==> src/rtl/charlieplex_pkg.sv <==
// Shared types and the LED index mapping for the charlieplex scanner.
// The pin count and brightness width are fixed here for the whole slice.
package charlieplex_pkg;

    localparam int PINS = 7;
    localparam int BITS = 4;
    localparam int LEDS = PINS * (PINS - 1);
    localparam int AW   = $clog2(LEDS);
    localparam int RW   = $clog2(PINS);

    typedef logic [BITS-1:0] brightness_t;
    typedef logic [AW-1:0]   led_addr_t;
    typedef logic [RW-1:0]   row_t;

    typedef enum logic {DEAD, DRIVE} scan_state_e;

    // Cathodes above the anode shift down one slot to skip the anode itself.
    function automatic led_addr_t led_index(row_t row, row_t pin);
        int r;
        int p;
        r = int'(row);
        p = int'(pin);
        return led_addr_t'(r * (PINS - 1) + ((p < r) ? p : p - 1));
    endfunction

endpackage

==> src/rtl/charlieplex_if.sv <==
// Core-side write/commit port of the charlieplex scanner.
// master = core, slave = scanner.
interface charlieplex_if;
    import charlieplex_pkg::*;

    logic        wr_valid;
    logic        wr_ready;
    led_addr_t   wr_addr;
    brightness_t wr_data;
    logic        wr_commit;
    logic        commit_pending;

    modport master (
        output wr_valid, wr_addr, wr_data, wr_commit,
        input  wr_ready, commit_pending
    );

    modport slave (
        input  wr_valid, wr_addr, wr_data, wr_commit,
        output wr_ready, commit_pending
    );

endinterface

==> src/rtl/charlieplex_pwm_timer.sv <==
// Row/PWM scan sequencer: DEAD blanking then DRIVE per row.
// Exposes next-state values so the pad outputs can be registered in phase.
module charlieplex_pwm_timer
    import charlieplex_pkg::*;
#(
    parameter int STEP_CYCLES = 64,
    parameter int DEAD_CYCLES = 16
) (
    input  logic        clk,
    input  logic        rst_n,
    output row_t        row_d_o,
    output brightness_t pwm_d_o,
    output logic        drive_d_o,
    output logic        frame_sync_o
);

    localparam int MAXC = (STEP_CYCLES > DEAD_CYCLES) ? STEP_CYCLES : DEAD_CYCLES;
    localparam int CW   = $clog2(MAXC + 1);

    typedef logic [CW-1:0] cnt_t;

    localparam cnt_t STEP_LAST = cnt_t'(STEP_CYCLES - 1);
    localparam cnt_t DEAD_LAST = cnt_t'(DEAD_CYCLES - 1);
    localparam row_t ROW_LAST  = row_t'(PINS - 1);

    scan_state_e state_q, state_d;
    cnt_t        cnt_q, cnt_d;
    brightness_t pwm_q, pwm_d;
    row_t        row_q, row_d;
    logic        fsync_q, fsync_d;

    always_ff @(posedge clk or negedge rst_n) begin
        if (!rst_n) begin
            state_q <= DEAD;
            cnt_q   <= '0;
            pwm_q   <= '0;
            row_q   <= '0;
            fsync_q <= 1'b0;
        end else begin
            state_q <= state_d;
            cnt_q   <= cnt_d;
            pwm_q   <= pwm_d;
            row_q   <= row_d;
            fsync_q <= fsync_d;
        end
    end

    always_comb begin
        state_d = state_q;
        cnt_d   = cnt_q + cnt_t'(1);
        pwm_d   = pwm_q;
        row_d   = row_q;
        unique case (state_q)
            DEAD: begin
                if (cnt_q == DEAD_LAST) begin
                    state_d = DRIVE;
                    cnt_d   = '0;
                end
            end
            DRIVE: begin
                if (cnt_q == STEP_LAST) begin
                    cnt_d = '0;
                    pwm_d = pwm_q + brightness_t'(1);
                    if (pwm_q == '1) begin
                        state_d = DEAD;
                        row_d   = (row_q == ROW_LAST) ? '0 : row_q + row_t'(1);
                    end
                end
            end
        endcase
        // Frame sync marks the final cycle of the last row's DRIVE window.
        fsync_d = (state_d == DRIVE) && (row_d == ROW_LAST) &&
                  (pwm_d == '1) && (cnt_d == STEP_LAST);
    end

    assign row_d_o      = row_d;
    assign pwm_d_o      = pwm_d;
    assign drive_d_o    = (state_d == DRIVE);
    assign frame_sync_o = fsync_q;

endmodule

==> src/rtl/charlieplex_scanner.sv <==
// Charlieplexed 7-pin LED driver with double-buffered brightness store.
// Back buffer is written by the core; front buffer swaps only at frame end.
module charlieplex_scanner
    import charlieplex_pkg::*;
#(
    parameter int STEP_CYCLES = 64,
    parameter int DEAD_CYCLES = 16
) (
    input  logic            clk,
    input  logic            rst_n,
    charlieplex_if.slave    wr,
    output logic            frame_sync,
    output logic [PINS-1:0] charlieplex_oe,
    output logic [PINS-1:0] charlieplex_o
);

    row_t        row_d;
    brightness_t pwm_d;
    logic        drive_d;

    brightness_t [LEDS-1:0] back_q;
    brightness_t [LEDS-1:0] front_q;

    logic            pending_q, pending_d;
    logic [PINS-1:0] oe_q, oe_d;
    logic [PINS-1:0] o_q, o_d;
    logic            wr_fire;

    charlieplex_pwm_timer #(
        .STEP_CYCLES (STEP_CYCLES),
        .DEAD_CYCLES (DEAD_CYCLES)
    ) u_timer (
        .clk          (clk),
        .rst_n        (rst_n),
        .row_d_o      (row_d),
        .pwm_d_o      (pwm_d),
        .drive_d_o    (drive_d),
        .frame_sync_o (frame_sync)
    );

    assign wr.wr_ready       = !pending_q;
    assign wr.commit_pending = pending_q;
    assign wr_fire           = wr.wr_valid && !pending_q;
    assign charlieplex_oe    = oe_q;
    assign charlieplex_o     = o_q;

    // A commit seen on the sync cycle itself waits for the next frame.
    always_comb begin
        pending_d = pending_q ? !frame_sync : wr.wr_commit;
    end

    always_comb begin
        oe_d = '0;
        o_d  = '0;
        if (drive_d) begin
            for (int p = 0; p < PINS; p++) begin
                if (row_t'(p) == row_d) begin
                    oe_d[p] = 1'b1;
                    o_d[p]  = 1'b1;
                end else begin
                    oe_d[p] = front_q[led_index(row_d, row_t'(p))] > pwm_d;
                end
            end
        end
    end

    always_ff @(posedge clk or negedge rst_n) begin
        if (!rst_n) begin
            back_q    <= '0;
            front_q   <= '0;
            pending_q <= 1'b0;
            oe_q      <= '0;
            o_q       <= '0;
        end else begin
            pending_q <= pending_d;
            oe_q      <= oe_d;
            o_q       <= o_d;
            if (wr_fire && (int'(wr.wr_addr) < LEDS)) begin
                back_q[wr.wr_addr] <= wr.wr_data;
            end
            if (pending_q && frame_sync) begin
                front_q <= back_q;
            end
        end
    end

endmodule

==> src/flat_wrapper.sv <==
// flat-port wrapper written by rule: the top's interface ports become plain ports
module charlieplex_scanner_flat import charlieplex_pkg::*;
#(
    parameter int STEP_CYCLES = 64,
    parameter int DEAD_CYCLES = 16
)
  (clk, rst_n, frame_sync, charlieplex_oe, charlieplex_o, wr_wr_valid, wr_wr_addr, wr_wr_data, wr_wr_commit, wr_wr_ready, wr_commit_pending);
  charlieplex_if wr_i ();
  input  logic clk;
  input  logic rst_n;
  output logic frame_sync;
  output logic [PINS-1:0] charlieplex_oe;
  output logic [PINS-1:0] charlieplex_o;
  input wire logic [$bits(wr_i.wr_valid)-1:0] wr_wr_valid;
  input wire logic [$bits(wr_i.wr_addr)-1:0] wr_wr_addr;
  input wire logic [$bits(wr_i.wr_data)-1:0] wr_wr_data;
  input wire logic [$bits(wr_i.wr_commit)-1:0] wr_wr_commit;
  output wire logic [$bits(wr_i.wr_ready)-1:0] wr_wr_ready;
  output wire logic [$bits(wr_i.commit_pending)-1:0] wr_commit_pending;
  assign wr_i.wr_valid = wr_wr_valid;
  assign wr_i.wr_addr = wr_wr_addr;
  assign wr_i.wr_data = wr_wr_data;
  assign wr_i.wr_commit = wr_wr_commit;
  assign wr_wr_ready = wr_i.wr_ready;
  assign wr_commit_pending = wr_i.commit_pending;
  charlieplex_scanner #(.STEP_CYCLES(STEP_CYCLES), .DEAD_CYCLES(DEAD_CYCLES)) u_core (.clk(clk), .rst_n(rst_n), .wr(wr_i), .frame_sync(frame_sync), .charlieplex_oe(charlieplex_oe), .charlieplex_o(charlieplex_o));
endmodule
==> config.mk <==
export PLATFORM = sky130hd
export DESIGN_NAME = charlieplex_scanner_flat
export DESIGN_NICKNAME = d
export VERILOG_FILES = /design/src/rtl/charlieplex_pkg.sv /design/src/rtl/charlieplex_if.sv /design/src/rtl/charlieplex_pwm_timer.sv /design/src/rtl/charlieplex_scanner.sv /design/src/flat_wrapper.sv
export SDC_FILE = /design/constraint.sdc
export NUM_CORES = 1
export LEC_CHECK = 0
export ABC_AREA = 0
export BUFFER_PORTS_ARGS = -buffer_cell sky130_fd_sc_hd__buf_2
export CAP_MARGIN = 10
export CORE_MARGIN = 5
export CORE_UTILIZATION = 50
export DETAILED_ROUTE_END_ITERATION = 8
export PLACE_DENSITY = 0.77
export SYNTH_ARGS = -nofsm -noshare
export SYNTH_HDL_FRONTEND = slang
export SYNTH_HIERARCHICAL = 1
export SYNTH_SLANG_ARGS = --single-unit
==> constraint.sdc <==
create_clock -name clk -period 8 [get_ports clk]
set_input_delay 2 -clock clk [delete_from_list [all_inputs] [get_ports clk]]
set_output_delay 2 -clock clk [all_outputs]
set_load 0.005 [all_outputs]
==> metrics.md <==
| Metric | Value |
|---|---|
| Outcome | completed |
| Initial antenna violation count | 2 |
| CTS max path bufs | 3 |
| CP top delay family | simple AND/OR/NAND/NOR gates |
| Unrepaired setup endpoints after global routing | false |
| Measured slew at the worst slew-check pin | 1220 ps |
| NumNets Final | about 2200 |
| Die Span X | 237 µm |
| Highest-delay cell along the critical path | buf_4 |
| Synthesized flop and latch total | approximately 370 |
| Gate Count Post-Synth | ~2100 |
| Async SR Flop Fraction | 1.00 |
| Largest net degree at the start of global routing | 165 |
| Yosys warns | 6 |
| Post CTS Setup Buffer Count | 0 |
| Leakage | 11.8 nW |
| Share of layout cells above drive strength 1 | 0.358 |
| Total number of vias | 20100 |
| Slowest Stage Delay on Critical Path | between 700 and 800 ps |
| Max Cap Viol | 0 |
| Critical Path RT | 8400 ps |
| DRT Pass-1 Iters | 7 |
| Critical Path Start Type | flip-flop |
| Syn_nets | 2192 |
| Reg area | 0.00918 mm² |
| Most common cell in the netlist | mux2_2 |
| Post-synth top area cell | dfrtp_1 |
| Post-synth EDFFs | 0 |
| Post-CTS Resized | 0 |
| Vias in the first global route | 19800 |
| Top Ports | 31 |
| Final setup fails | 0 |
| CTS H-tree lvls | 2 |
| Min Tclk post-route | 6870 ps |
| CTS hold repair buffers | 0 |
| Grt ovf | 0 |
| Crit path cell chain | ha_1, and4b_1, or4b_1, a211oi_1, a21o_4, buf_4, nor2b_1, ha_1, inv_1, buf_4, a221oi_1, o21ai_0, nand4_1, and3_1, a311o_1, ha_1, nor2b_1, o21ai_0, nand2b_1, a21oi_1, o22ai_1 |
| Most frequent cells after synthesis | mux2_2, dfrtp_1, mux4_2 |
| Wirelength per Cell | 33.0 µm |
| PD cells | between 100 and 150 mW/mm² |
| DR vias/cell | 7.19 |
| PnR Total Power | between 0.003 and 0.004 W |
| Final Max Slew Viols | 0 |
| Multi-input gate area | 0.0155 mm² |
| CTS Root Cell | clkbuf_16 |
| VDD IR max | 0.187 mV |
| TritonCTS Buffers | 40 |
| Cell mode on critical path | ha_1 |
| Final period util | 0.858 |
| DR iter-0 viols | 3290 |
| Clk Latency, worst-skew pair | 570 ps |
| Post-synth top flop | dfrtp_1 |
| Worst path bufs/invs | 3 |
| TritonCTS clock tree | done |
| ANT nets after route | 0 |
| Synth unique cells | 94 |
| Clk sinks | 367 |
| Critical setup path kind | reg2reg |
| Die Area | 0.0560 mm² |
| Area delta synth->final | 7.66% |
| Final Hold Viols | 0 |
| Post-DP HPWL | 66.7 mm |
| Rows | 83 |
| Filler Cells Inserted | 4356 |
| Initial Util | 0.503 |
| Clk_skew | 22.1 ps |
| Relative slew slack | 0.183 |
| Global placement routability congestion | approximately 1.1 |
| Clock transition at path regs | approximately 70 ps |
| Crit path DAT | 7270 ps |
| Worst-path maximum fanout | 60 |
| Top post-synthesis cells by area | dfrtp_1, mux2_2, mux4_2 |
| Die height | 237 µm |
| Port-buffer cells | 30 |
| Avg Inst Size Synth | about 12 µm² |
| Core Area | roughly 0.051 mm² |
| Overall routing resource usage | 0.325 |
| Routed wire length | 92.3 mm |
| Post-synthesis cell area | 0.0257 mm² |
| FMAX | approximately 150 MHz |
| Post-synthesis sequential area ratio | 0.357 |
| Top cell type's share of synthesized area | 0.357 |
| First-pass GRT wire length | 137 mm |
| Drc violations | 0 |
| Setup TNS | 0 ps |
| Hold/Removal Path Class | reg2reg |
| Critical Path End Type | flip-flop |
## state kept, by name (all words and copies together) (netlist names)
register                     count
u_core/back_q                  168
u_core/front_q                 168
u_core/charlieplex_o             7
u_core/charlieplex_oe            7
u_core/u_timer/cnt_q             7
u_core/u_timer/pwm_q             4
u_core/u_timer/row_q             3
u_core/u_timer/frame_sync_o      1
u_core/u_timer/state_q           1
u_core/wr.commit_pending         1
## cells in the final DEF, fill, tap and decap left out, types with 11 or more instances in the layout
| master | synthesis | routed |
|---|---|---|
| o221ai_1 | 11 | 11 |
| o211ai_1 | 23 | 23 |
| inv_1 | 33 | 33 |
| and3_1 | 13 | 13 |
| mux2_2 | 380 | 380 |
| mux4_2 | 187 | 187 |
| nor3_1 | 22 | 22 |
| nand4_1 | 17 | 17 |
| buf_4 | 26 | 57 |
| a221oi_1 | 25 | 25 |
| a22oi_1 | 17 | 17 |
| a211oi_1 | 15 | 15 |
| or3_1 | 16 | 16 |
| clkbuf_16 | 0 | 41 |
| o22ai_1 | 19 | 19 |
| a21oi_1 | 50 | 50 |
| a31oi_1 | 18 | 18 |
| buf_2 | 46 | 29 |
| nand2_1 | 141 | 140 |
| mux2i_1 | 156 | 156 |
| o21ai_0 | 68 | 68 |
| nor2_1 | 75 | 75 |
| nand3_1 | 28 | 28 |
| xnor2_1 | 25 | 23 |
| nand2b_1 | 21 | 21 |
| dfrtp_1 | 367 | 367 |
| ha_1 | 46 | 43 |
| nor2b_1 | 28 | 28 |
## per-layer routing
| metal | GRT usage | routed length, µm | vias up |
|---|---|---|---|
| met5 | 0.00173 | 12 | - |
| met4 | 0.156 | 5700 | 2 |
| met3 | 0.0935 | 11000 | 316 |
| met2 | 0.467 | 39400 | 1429 |
| met1 | 0.455 | 36200 | 10200 |
| li1 | - | - | 8131 |
## power breakdown
group          leakage, nW  switching [W]  total (W)  internal [W]
Clock                0.657       0.000757    0.00188       0.00112
Combinational         6.03      0.0000731  0.0000889     0.0000158
Sequential            5.10    0.000000954    0.00186       0.00186
## final cells by class
cell class | instances | share of cell area
flip-flops and latches | 367 | 0.332
clock buffers | 52 | 0.0407
repair buffers | 90 | 0.0234
multi-input cells | 1552 | 0.561
diodes | 1 | 0.0000904
inverters | 38 | 0.00515
clock inverters | 17 | 0.00737
well taps | 680 | 0.0307
## path summary, 6_finish.rpt
path,start,to,slack (ps),depth (start not counted)
worst max register to register,u_core/u_timer/pwm_q[0],u_core/charlieplex_oe[2],1130,21
max in group asynchronous,rst_n,u_core/front_q[137],5280,2
worst min-delay path,u_core/back_q[47],u_core/front_q[47],490,1
worst min register to register,u_core/back_q[47],u_core/front_q[47],490,1
min in group asynchronous,rst_n,u_core/u_timer/cnt_q[1],1390,1
worst max-delay path,u_core/u_timer/pwm_q[0],u_core/charlieplex_oe[2],1130,21
## metrics by stage
| stage | instances | area [µm²] | worst slack [ps] | util | hold WS [ps] |
|---|---|---|---|---|---|
| after floorplan | 2131 | 25700 | 1260 | - | 462 |
| after global placement | 2727 | 26300 | 1460 | 0.516 | 480 |
| after detailed placement | 2727 | 26300 | 1290 | 0.516 | 487 |
| after CTS | 2796 | 27700 | 1240 | 0.542 | 497 |
| after global routing | 2797 | 27700 | 785 | 0.542 | 511 |
| final | 2797 | 27700 | 1130 | 0.542 | 495 |
## kinds of logic after synthesis
group	count (synthesis)	share of synthesized area
DFF	367	0.357
other	1	0.000146
muxes	726	0.393
and+or+nand+nor	400	0.0766
xor gates and xnor gates	37	0.0139
AOI/OAI and AO/OA	341	0.0935
buffers and inverters	212	0.0424
adders and majority gates	47	0.0232
Power figures use the tool's default switching activity.
